[config.mk]
export PLATFORM = sky130hd
export DESIGN_NAME = control_sequencer_flat
export DESIGN_NICKNAME = d
export VERILOG_FILES = /design/src/rtl/control_sequencer_pkg.sv /design/src/rtl/control_sequencer_if.sv /design/src/rtl/control_sequencer_sel_decoder.sv /design/src/rtl/control_sequencer.sv /design/src/flat_wrapper.sv
export SDC_FILE = /design/constraint.sdc
export NUM_CORES = 1
export LEC_CHECK = 0
export CAP_MARGIN = 0
export CORE_MARGIN = 3
export CORE_UTILIZATION = 25
export CTS_CLUSTER_DIAMETER = 120
export CTS_CLUSTER_SIZE = 20
export DETAILED_ROUTE_END_ITERATION = 7
export PLACE_DENSITY = 0.6
export SYNTH_ARGS = -nofsm -noshare
export SYNTH_HDL_FRONTEND = slang
export SYNTH_SLANG_ARGS = --single-unit
[constraint.sdc]
create_clock -name Clock -period 2.79 [get_ports Clock]
set_clock_uncertainty 0.1 [all_clocks]
set_input_delay 0.6975 -clock Clock [delete_from_list [all_inputs] [get_ports Clock]]
set_output_delay 0.6975 -clock Clock [all_outputs]
set_load 0.1 [all_outputs]
[src/rtl/control_sequencer_pkg.sv]
// Shared types, opcodes and IR field layout for the hardwired control sequencer.
package ctrl_pkg;

    localparam int unsigned IR_W            = 32;
    localparam int unsigned OPC_W           = 5;
    localparam int unsigned REG_IDX_W       = 4;
    localparam int unsigned NREG_DEF        = 16;
    localparam int unsigned OPW_DEF         = 5;
    localparam int unsigned MEM_TIMEOUT_DEF = 8;

    localparam int unsigned OPC_MSB = 31;
    localparam int unsigned OPC_LSB = 27;
    localparam int unsigned RA_MSB  = 26;
    localparam int unsigned RA_LSB  = 23;
    localparam int unsigned RB_MSB  = 22;
    localparam int unsigned RB_LSB  = 19;
    localparam int unsigned RC_MSB  = 18;
    localparam int unsigned RC_LSB  = 15;

    localparam logic [OPC_W-1:0] OP_ADD  = 5'b00011;
    localparam logic [OPC_W-1:0] OP_SUB  = 5'b00100;
    localparam logic [OPC_W-1:0] OP_SHR  = 5'b00101;
    localparam logic [OPC_W-1:0] OP_SHRA = 5'b00110;
    localparam logic [OPC_W-1:0] OP_SHL  = 5'b00111;
    localparam logic [OPC_W-1:0] OP_ROR  = 5'b01000;
    localparam logic [OPC_W-1:0] OP_ROL  = 5'b01001;
    localparam logic [OPC_W-1:0] OP_AND  = 5'b01010;
    localparam logic [OPC_W-1:0] OP_OR   = 5'b01011;
    localparam logic [OPC_W-1:0] OP_MUL  = 5'b01100;
    localparam logic [OPC_W-1:0] OP_DIV  = 5'b01101;
    localparam logic [OPC_W-1:0] OP_NEG  = 5'b01110;
    localparam logic [OPC_W-1:0] OP_NOT  = 5'b01111;
    localparam logic [OPC_W-1:0] OP_NOP  = 5'b11000;
    localparam logic [OPC_W-1:0] OP_HALT = 5'b11001;

    typedef enum logic [3:0] {
        S_RESET,
        S_T0,
        S_T1,
        S_T2,
        S_T3,
        S_T4,
        S_T5,
        S_T6,
        S_HALT
    } state_e;

    typedef enum logic [2:0] {
        CLS_ALU2,
        CLS_UNARY,
        CLS_MULDIV,
        CLS_NOP,
        CLS_HALT,
        CLS_ILLEGAL
    } op_class_e;

    // Single-bit datapath strobes, grouped so the FSM can default them in one assignment.
    typedef struct packed {
        logic pc_out;
        logic zlow_out;
        logic zhigh_out;
        logic mdr_out;
        logic mar_in;
        logic pc_in;
        logic mdr_in;
        logic ir_in;
        logic y_in;
        logic z_in;
        logic lo_in;
        logic hi_in;
        logic inc_pc;
        logic read;
    } strobe_t;

    function automatic op_class_e op_class(input logic [OPC_W-1:0] op);
        case (op)
            OP_ADD, OP_SUB, OP_SHR, OP_SHRA, OP_SHL,
            OP_ROR, OP_ROL, OP_AND, OP_OR:          return CLS_ALU2;
            OP_NEG, OP_NOT:                         return CLS_UNARY;
            OP_MUL, OP_DIV:                         return CLS_MULDIV;
            OP_NOP:                                 return CLS_NOP;
            OP_HALT:                                return CLS_HALT;
            default:                                return CLS_ILLEGAL;
        endcase
    endfunction

endpackage

[src/rtl/control_sequencer_if.sv]
// Sequencer <-> datapath bundle: IR/handshake in, strobes and register selects out.
interface control_sequencer_if
    import ctrl_pkg::*;
#(
    parameter int unsigned NREG = NREG_DEF,
    parameter int unsigned OPW  = OPW_DEF
);
    logic [IR_W-1:0] ir;
    logic            mem_ready;
    logic            stop;

    logic            PCout;
    logic            ZLowout;
    logic            ZHighout;
    logic            MDRout;
    logic            MARin;
    logic            PCin;
    logic            MDRin;
    logic            IRin;
    logic            Yin;
    logic            Zin;
    logic            LOin;
    logic            HIin;
    logic            IncPC;
    logic            Read;
    logic [NREG-1:0] reg_out_sel;
    logic [NREG-1:0] reg_in_sel;
    logic [OPW-1:0]  alu_op;
    logic            run;
    logic            illegal_op;
    logic            mem_fault;

    modport master (
        input  ir, mem_ready, stop,
        output PCout, ZLowout, ZHighout, MDRout,
        output MARin, PCin, MDRin, IRin, Yin, Zin, LOin, HIin,
        output IncPC, Read, reg_out_sel, reg_in_sel, alu_op,
        output run, illegal_op, mem_fault
    );

    modport slave (
        output ir, mem_ready, stop,
        input  PCout, ZLowout, ZHighout, MDRout,
        input  MARin, PCin, MDRin, IRin, Yin, Zin, LOin, HIin,
        input  IncPC, Read, reg_out_sel, reg_in_sel, alu_op,
        input  run, illegal_op, mem_fault
    );
endinterface

[src/rtl/control_sequencer_sel_decoder.sv]
// Register-index to one-hot select decoder with an enable.
module sel_decoder
    import ctrl_pkg::*;
#(
    parameter int unsigned NREG  = NREG_DEF,
    parameter int unsigned IDX_W = REG_IDX_W
)(
    input  logic [IDX_W-1:0] i_idx,
    input  logic             i_en,
    output logic [NREG-1:0]  o_sel
);
    always_comb begin
        o_sel = '0;
        for (int unsigned i = 0; i < NREG; i++) begin
            o_sel[i] = i_en && (i_idx == IDX_W'(i));
        end
    end
endmodule

[src/rtl/control_sequencer.sv]
// Hardwired fetch/execute control unit: Moore strobes decoded from the T-state and IR fields.
module control_sequencer
    import ctrl_pkg::*;
#(
    parameter int unsigned NREG        = NREG_DEF,
    parameter int unsigned OPW         = OPW_DEF,
    parameter int unsigned MEM_TIMEOUT = MEM_TIMEOUT_DEF
)(
    input  logic                Clock,
    input  logic                Clear,
    control_sequencer_if.master bus
);
    localparam int unsigned CNT_W = (MEM_TIMEOUT > 1) ? $clog2(MEM_TIMEOUT) : 1;

    state_e           r_state;
    state_e           w_state_nxt;
    logic [CNT_W-1:0] r_wait_cnt;
    logic [CNT_W-1:0] w_wait_cnt_nxt;
    logic             r_mem_fault;
    logic             w_mem_fault_nxt;
    logic             r_stop_pend;
    logic             w_stop_pend_nxt;

    strobe_t          w_strb;
    logic             w_out_en;
    logic [REG_IDX_W-1:0] w_out_idx;
    logic             w_in_en;
    logic [OPW-1:0]   w_alu_op;
    logic             w_illegal;
    state_e           w_boundary;

    logic [OPC_W-1:0]     w_opcode;
    logic [REG_IDX_W-1:0] w_ra;
    logic [REG_IDX_W-1:0] w_rb;
    logic [REG_IDX_W-1:0] w_rc;
    op_class_e            w_cls;
    logic                 w_unused_ir;

    assign w_opcode    = bus.ir[OPC_MSB:OPC_LSB];
    assign w_ra        = bus.ir[RA_MSB:RA_LSB];
    assign w_rb        = bus.ir[RB_MSB:RB_LSB];
    assign w_rc        = bus.ir[RC_MSB:RC_LSB];
    assign w_cls       = op_class(w_opcode);
    assign w_unused_ir = ^bus.ir[RC_LSB-1:0];

    // A stop seen at any point in the instruction wins at the next boundary.
    assign w_boundary = (r_stop_pend || bus.stop) ? S_HALT : S_T0;

    always_ff @(posedge Clock or negedge Clear) begin
        if (!Clear) begin
            r_state     <= S_RESET;
            r_wait_cnt  <= '0;
            r_mem_fault <= 1'b0;
            r_stop_pend <= 1'b0;
        end else begin
            r_state     <= w_state_nxt;
            r_wait_cnt  <= w_wait_cnt_nxt;
            r_mem_fault <= w_mem_fault_nxt;
            r_stop_pend <= w_stop_pend_nxt;
        end
    end

    always_comb begin
        w_state_nxt     = r_state;
        w_wait_cnt_nxt  = r_wait_cnt;
        w_mem_fault_nxt = r_mem_fault;
        w_stop_pend_nxt = r_stop_pend || bus.stop;
        w_strb          = '0;
        w_out_en        = 1'b0;
        w_out_idx       = '0;
        w_in_en         = 1'b0;
        w_alu_op        = '0;
        w_illegal       = 1'b0;

        case (r_state)
            S_RESET: begin
                w_state_nxt = S_T0;
            end
            S_T0: begin
                w_strb.pc_out = 1'b1;
                w_strb.mar_in = 1'b1;
                w_strb.inc_pc = 1'b1;
                w_strb.z_in   = 1'b1;
                w_state_nxt   = S_T1;
            end
            S_T1: begin
                w_strb.zlow_out = 1'b1;
                w_strb.read     = 1'b1;
                w_strb.mdr_in   = 1'b1;
                // PC only takes the increment once the read completes, so a stall is replay-safe.
                if (bus.mem_ready) begin
                    w_strb.pc_in   = 1'b1;
                    w_wait_cnt_nxt = '0;
                    w_state_nxt    = S_T2;
                end else if (r_wait_cnt == CNT_W'(MEM_TIMEOUT - 1)) begin
                    w_wait_cnt_nxt  = '0;
                    w_mem_fault_nxt = 1'b1;
                    w_state_nxt     = S_HALT;
                end else begin
                    w_wait_cnt_nxt = r_wait_cnt + CNT_W'(1);
                end
            end
            S_T2: begin
                w_strb.mdr_out = 1'b1;
                w_strb.ir_in   = 1'b1;
                w_state_nxt    = S_T3;
            end
            S_T3: begin
                case (w_cls)
                    CLS_ALU2: begin
                        w_out_en    = 1'b1;
                        w_out_idx   = w_rb;
                        w_strb.y_in = 1'b1;
                        w_state_nxt = S_T4;
                    end
                    CLS_UNARY: begin
                        w_out_en    = 1'b1;
                        w_out_idx   = w_rb;
                        w_strb.z_in = 1'b1;
                        w_alu_op    = OPW'(w_opcode);
                        w_state_nxt = S_T5;
                    end
                    CLS_MULDIV: begin
                        w_out_en    = 1'b1;
                        w_out_idx   = w_ra;
                        w_strb.y_in = 1'b1;
                        w_state_nxt = S_T4;
                    end
                    CLS_NOP: begin
                        w_state_nxt = w_boundary;
                    end
                    CLS_HALT: begin
                        w_state_nxt = S_HALT;
                    end
                    default: begin
                        w_illegal   = 1'b1;
                        w_state_nxt = w_boundary;
                    end
                endcase
            end
            S_T4: begin
                w_out_en    = 1'b1;
                w_out_idx   = (w_cls == CLS_MULDIV) ? w_rb : w_rc;
                w_strb.z_in = 1'b1;
                w_alu_op    = OPW'(w_opcode);
                w_state_nxt = S_T5;
            end
            S_T5: begin
                w_strb.zlow_out = 1'b1;
                if (w_cls == CLS_MULDIV) begin
                    w_strb.lo_in = 1'b1;
                    w_state_nxt  = S_T6;
                end else begin
                    w_in_en     = 1'b1;
                    w_state_nxt = w_boundary;
                end
            end
            S_T6: begin
                w_strb.zhigh_out = 1'b1;
                w_strb.hi_in     = 1'b1;
                w_state_nxt      = w_boundary;
            end
            S_HALT: begin
                w_state_nxt = S_HALT;
            end
            default: begin
                w_state_nxt = S_RESET;
            end
        endcase
    end

    sel_decoder #(.NREG(NREG), .IDX_W(REG_IDX_W)) u_out_sel (
        .i_idx (w_out_idx),
        .i_en  (w_out_en),
        .o_sel (bus.reg_out_sel)
    );

    sel_decoder #(.NREG(NREG), .IDX_W(REG_IDX_W)) u_in_sel (
        .i_idx (w_ra),
        .i_en  (w_in_en),
        .o_sel (bus.reg_in_sel)
    );

    assign bus.PCout      = w_strb.pc_out;
    assign bus.ZLowout    = w_strb.zlow_out;
    assign bus.ZHighout   = w_strb.zhigh_out;
    assign bus.MDRout     = w_strb.mdr_out;
    assign bus.MARin      = w_strb.mar_in;
    assign bus.PCin       = w_strb.pc_in;
    assign bus.MDRin      = w_strb.mdr_in;
    assign bus.IRin       = w_strb.ir_in;
    assign bus.Yin        = w_strb.y_in;
    assign bus.Zin        = w_strb.z_in;
    assign bus.LOin       = w_strb.lo_in;
    assign bus.HIin       = w_strb.hi_in;
    assign bus.IncPC      = w_strb.inc_pc;
    assign bus.Read       = w_strb.read;
    assign bus.alu_op     = w_alu_op;
    assign bus.illegal_op = w_illegal;
    assign bus.mem_fault  = r_mem_fault;
    assign bus.run        = (r_state != S_RESET) && (r_state != S_HALT);

endmodule

[src/flat_wrapper.sv]
// flat-port wrapper written by rule: the top's interface ports become plain ports
module control_sequencer_flat import ctrl_pkg::*;
#(
    parameter int unsigned NREG        = NREG_DEF,
    parameter int unsigned OPW         = OPW_DEF,
    parameter int unsigned MEM_TIMEOUT = MEM_TIMEOUT_DEF
)
  (Clock, Clear, bus_ir, bus_mem_ready, bus_stop, bus_PCout, bus_ZLowout, bus_ZHighout, bus_MDRout, bus_MARin, bus_PCin, bus_MDRin, bus_IRin, bus_Yin, bus_Zin, bus_LOin, bus_HIin, bus_IncPC, bus_Read, bus_reg_out_sel, bus_reg_in_sel, bus_alu_op, bus_run, bus_illegal_op, bus_mem_fault);
  control_sequencer_if #(.NREG(NREG), .OPW(OPW)) bus_i ();
  input  logic Clock;
  input  logic Clear;
  input wire logic [$bits(bus_i.ir)-1:0] bus_ir;
  input wire logic [$bits(bus_i.mem_ready)-1:0] bus_mem_ready;
  input wire logic [$bits(bus_i.stop)-1:0] bus_stop;
  output wire logic [$bits(bus_i.PCout)-1:0] bus_PCout;
  output wire logic [$bits(bus_i.ZLowout)-1:0] bus_ZLowout;
  output wire logic [$bits(bus_i.ZHighout)-1:0] bus_ZHighout;
  output wire logic [$bits(bus_i.MDRout)-1:0] bus_MDRout;
  output wire logic [$bits(bus_i.MARin)-1:0] bus_MARin;
  output wire logic [$bits(bus_i.PCin)-1:0] bus_PCin;
  output wire logic [$bits(bus_i.MDRin)-1:0] bus_MDRin;
  output wire logic [$bits(bus_i.IRin)-1:0] bus_IRin;
  output wire logic [$bits(bus_i.Yin)-1:0] bus_Yin;
  output wire logic [$bits(bus_i.Zin)-1:0] bus_Zin;
  output wire logic [$bits(bus_i.LOin)-1:0] bus_LOin;
  output wire logic [$bits(bus_i.HIin)-1:0] bus_HIin;
  output wire logic [$bits(bus_i.IncPC)-1:0] bus_IncPC;
  output wire logic [$bits(bus_i.Read)-1:0] bus_Read;
  output wire logic [$bits(bus_i.reg_out_sel)-1:0] bus_reg_out_sel;
  output wire logic [$bits(bus_i.reg_in_sel)-1:0] bus_reg_in_sel;
  output wire logic [$bits(bus_i.alu_op)-1:0] bus_alu_op;
  output wire logic [$bits(bus_i.run)-1:0] bus_run;
  output wire logic [$bits(bus_i.illegal_op)-1:0] bus_illegal_op;
  output wire logic [$bits(bus_i.mem_fault)-1:0] bus_mem_fault;
  assign bus_i.ir = bus_ir;
  assign bus_i.mem_ready = bus_mem_ready;
  assign bus_i.stop = bus_stop;
  assign bus_PCout = bus_i.PCout;
  assign bus_ZLowout = bus_i.ZLowout;
  assign bus_ZHighout = bus_i.ZHighout;
  assign bus_MDRout = bus_i.MDRout;
  assign bus_MARin = bus_i.MARin;
  assign bus_PCin = bus_i.PCin;
  assign bus_MDRin = bus_i.MDRin;
  assign bus_IRin = bus_i.IRin;
  assign bus_Yin = bus_i.Yin;
  assign bus_Zin = bus_i.Zin;
  assign bus_LOin = bus_i.LOin;
  assign bus_HIin = bus_i.HIin;
  assign bus_IncPC = bus_i.IncPC;
  assign bus_Read = bus_i.Read;
  assign bus_reg_out_sel = bus_i.reg_out_sel;
  assign bus_reg_in_sel = bus_i.reg_in_sel;
  assign bus_alu_op = bus_i.alu_op;
  assign bus_run = bus_i.run;
  assign bus_illegal_op = bus_i.illegal_op;
  assign bus_mem_fault = bus_i.mem_fault;
  control_sequencer #(.NREG(NREG), .OPW(OPW), .MEM_TIMEOUT(MEM_TIMEOUT)) u_core (.Clock(Clock), .Clear(Clear), .bus(bus_i));
endmodule
==> impl_metrics.env <==
export IMPL_root_buffer="clkbuf_8"
export IMPL_drv_cap=0
export IMPL_drive_gt1_share_pct=71.56
export IMPL_grt_pass1_vias=2081
export IMPL_ir_drop_mv=0.8425
export IMPL_grt_max_degree=14
export IMPL_num_rows=25
export IMPL_cts_tree="yes"
export IMPL_worstMarginPinSlew_ps=623.5
export IMPL_wire_per_inst_microns=17.22
export IMPL_synth_largest_area_cell="dfrtp_1"
export IMPL_wirelength_microns=6783
export IMPL_maxSlewViolCount=0
export IMPL_htree_num_levels=1
export IMPL_ant_nets=0
export IMPL_nets=366
export IMPL_ys_ff_latch=9
export IMPL_setup_ws_ps=-412.8
export IMPL_fillers=264
export IMPL_layout_common_cells="61 x buf_4, 55 x buf_12, 25 x buf_6"
export IMPL_holdWs_ps=376.8
export IMPL_cts_buffer_depth=2
export IMPL_cts_buffers=3
export IMPL_rsz0062_at_grt="true"
export IMPL_fin_crit_ps=3203
export IMPL_finalHoldViolCount=0
export IMPL_syn_area_sq_mm=0.001275
export IMPL_hp_class="reg -> reg"
export IMPL_p_int_w=0.001020
export IMPL_period_share_pct=114.8
export IMPL_post_route_util_pct=83.17
export IMPL_grt_pass1_wl_microns=10490
export IMPL_p_seq_share_pct=9.0
export IMPL_yosys_warnings=0
export IMPL_pre_cts_ws_ps=-835.4
export IMPL_path_clk_slew_ps=50
export IMPL_ff2ff_setup_slack_ps=680
export IMPL_power_w=0.002310
export IMPL_synthToLayoutAreaGrowth_pct=214.2
export IMPL_worstPathArrival_ps=2410
export IMPL_dieArea_sq_mm=0.005993
export IMPL_drtIter0Drc=101
export IMPL_synth_main_ff_cell="dfrtp_1"
export IMPL_portBuffers=74
export IMPL_core_sq_mm=0.004817
export IMPL_p_sw_share_pct=55.83
export IMPL_power_density_mw_per_mm2=576.5
export IMPL_cpPeakStageDelay_ps=380
export IMPL_cp_max_fo=4
export IMPL_grt_usage_pct=21.62
export IMPL_combPwrFrac_pct=84.2
export IMPL_p_leak_nw=1.549
export IMPL_final_common_cell="buf_4"
export IMPL_viasPerCell=5.168
export IMPL_antenna_found_initial=0
export IMPL_fmax_ghz=0.3122
export IMPL_vias=2036
export IMPL_gr_total_overflow=0
export IMPL_diodes=0
export IMPL_clock_sinks=9
export IMPL_netlist_instances=183
export IMPL_netlist_area_leader_share_pct=17.66
export IMPL_path_cells="buf_6 -> and4bb_4 -> buf_12 -> buf_8 -> nand2_4 -> a21oi_4 -> buf_6 -> o22ai_4 -> nor4_4 -> buf_12"
export IMPL_slew_headroom_pct=58.18
export IMPL_clkPwrFrac_pct=6.8
export IMPL_drc=0
export IMPL_failed_checks="negative setup slack"
export IMPL_boundaryPins=90
export IMPL_crit_slowest_cell="and4bb_4"
export IMPL_dp_hpwl_microns=4646
export IMPL_status="finished, violations left"
export IMPL_p_switching_w=0.001289
export IMPL_syn_area_per_cell_sq_um=6.967
export IMPL_final_setup_viol_count=38
export IMPL_tns_ps=-9628
export IMPL_ctsHoldBuffers=0
export IMPL_critPathBufInv=5
export IMPL_die_h_microns=77.42
export IMPL_start_util_pct=26.47
export IMPL_first_pass_iters=4
export IMPL_required_ps=1990
export IMPL_worst_setup_path_type="in -> out"
export IMPL_critPathTopFamily="simple AND/OR/NAND/NOR gates"
export IMPL_dieWidth_microns=77.42
export IMPL_async_reset_ff_share_pct=100.0
export IMPL_synth_area_top_cells="dfrtp_1 18%, nor2_1 10%, nand2_1 4.4%, and2_1 3.9%, a21oi_1 3.1%"
export IMPL_synth_nets=221
export IMPL_ys_types=50
export IMPL_synth_edf_count=0
export IMPL_crit_path_start_kind="primary input"
export IMPL_gp_congestion=0.7707
export IMPL_worstSkewPairLatency_ps=240
export IMPL_seq_area_frac_synth_pct=17.66
export IMPL_crit_path_end_kind="output port"
[metal layers]
metal  part of all wire (%)  track usage [%]  routed length, microns  vias to the layer above
li1                       -                -                       -                      963
met1                     39            25.12                    2674                      955
met2                     53            40.50                    3579                       98
met3                    5.4            4.176                     365                       20
met4                    2.4            4.982                     163                        0
met5                      0                0                       0                        -
[cell type report]
type	count	area, sq um	share of cell area [%]
repair buffers	159	2023	50.50
multi-input cells	151	1610	40.19
flip-flops and latches	9	225.2	5.621
well taps	67	83.83	2.092
clock buffers	4	45.04	1.124
inverters	4	18.77	0.4685
[what timing repair did]
action,CTS,global route
pin swaps,30,18
setup buffers,16,11
endpoints found under the setup margin,40,39
resized for setup,67,16
[Yosys cell counts, drive strengths merged, types with 3 or more instances]
library cell,number
buf,11
nor3,8
o21ai,7
nand2,15
dfrtp,9
o211ai,5
a31oi,3
nand2b,4
inv,4
nand3,4
clkbuf,8
nand3b,4
a211oi,3
or3,4
a21oi,8
nor2,34
a21o,5
nor4,5
and2,8
[worst register-to-register path, delay by kind of cell (launching register included)]
family,cells,cell delay (ps)
buffers and inverters,4,590
flip-flops,1,370
AO/OA/AOI/OAI,1,60
AND/OR/NAND/NOR,3,870
[kinds of logic (layout without fill, tap and decap cells)]
logic type | count (synthesis) | after routing | synth area share [%]
AO/OA/AOI/OAI | 47 | 47 | 26.01
adder cells (fa/ha/maj) | 2 | 2 | 1.962
buffers and inverters | 23 | 167 | 9.814
flip-flops | 9 | 9 | 17.66
multiplexers | 3 | 3 | 2.453
AND/OR/NAND/NOR | 99 | 99 | 42.10
[power by group through the flow]
stage / Sequential (W) / Combinational, W / Clock, W
global route: 0.000215 / 0.00201 / 0.000166
floorplan: 0.000233 / 0.00122 / 0
CTS: 0.000208 / 0.00189 / 0.000157
finish: 0.000209 / 0.00194 / 0.000156
global placement: 0.000208 / 0.00178 / 0
detailed placement: 0.000210 / 0.00179 / 0
[final timing paths]
check,cells after the start,from,end
worst max-delay path,10,bus_ir[31],bus_reg_out_sel[12]
worst min-delay path,1,u_core.bus.mem_fault,u_core.bus.mem_fault
worst max register to register,8,u_core.r_state[0],u_core.r_state[1]
worst min register to register,1,u_core.bus.mem_fault,u_core.bus.mem_fault
max in group asynchronous,1,Clear,u_core.r_state[0]
min in group asynchronous,1,Clear,u_core.bus.mem_fault
[metrics by stage]
step	area [sq um]	instances
floorplan	1851	183
global placement	3506	365
detailed placement	3506	365
CTS	3859	383
global route	4006	394
finish	4006	394
[state kept, by name, indices dropped and copies added, names as in the netlist]
| name | count |
|---|---|
| u_core.r_state | 4 |
| u_core.r_wait_cnt | 3 |
| u_core.bus.mem_fault | 1 |
| u_core.r_stop_pend | 1 |
(Power assumes the default switching activity.)
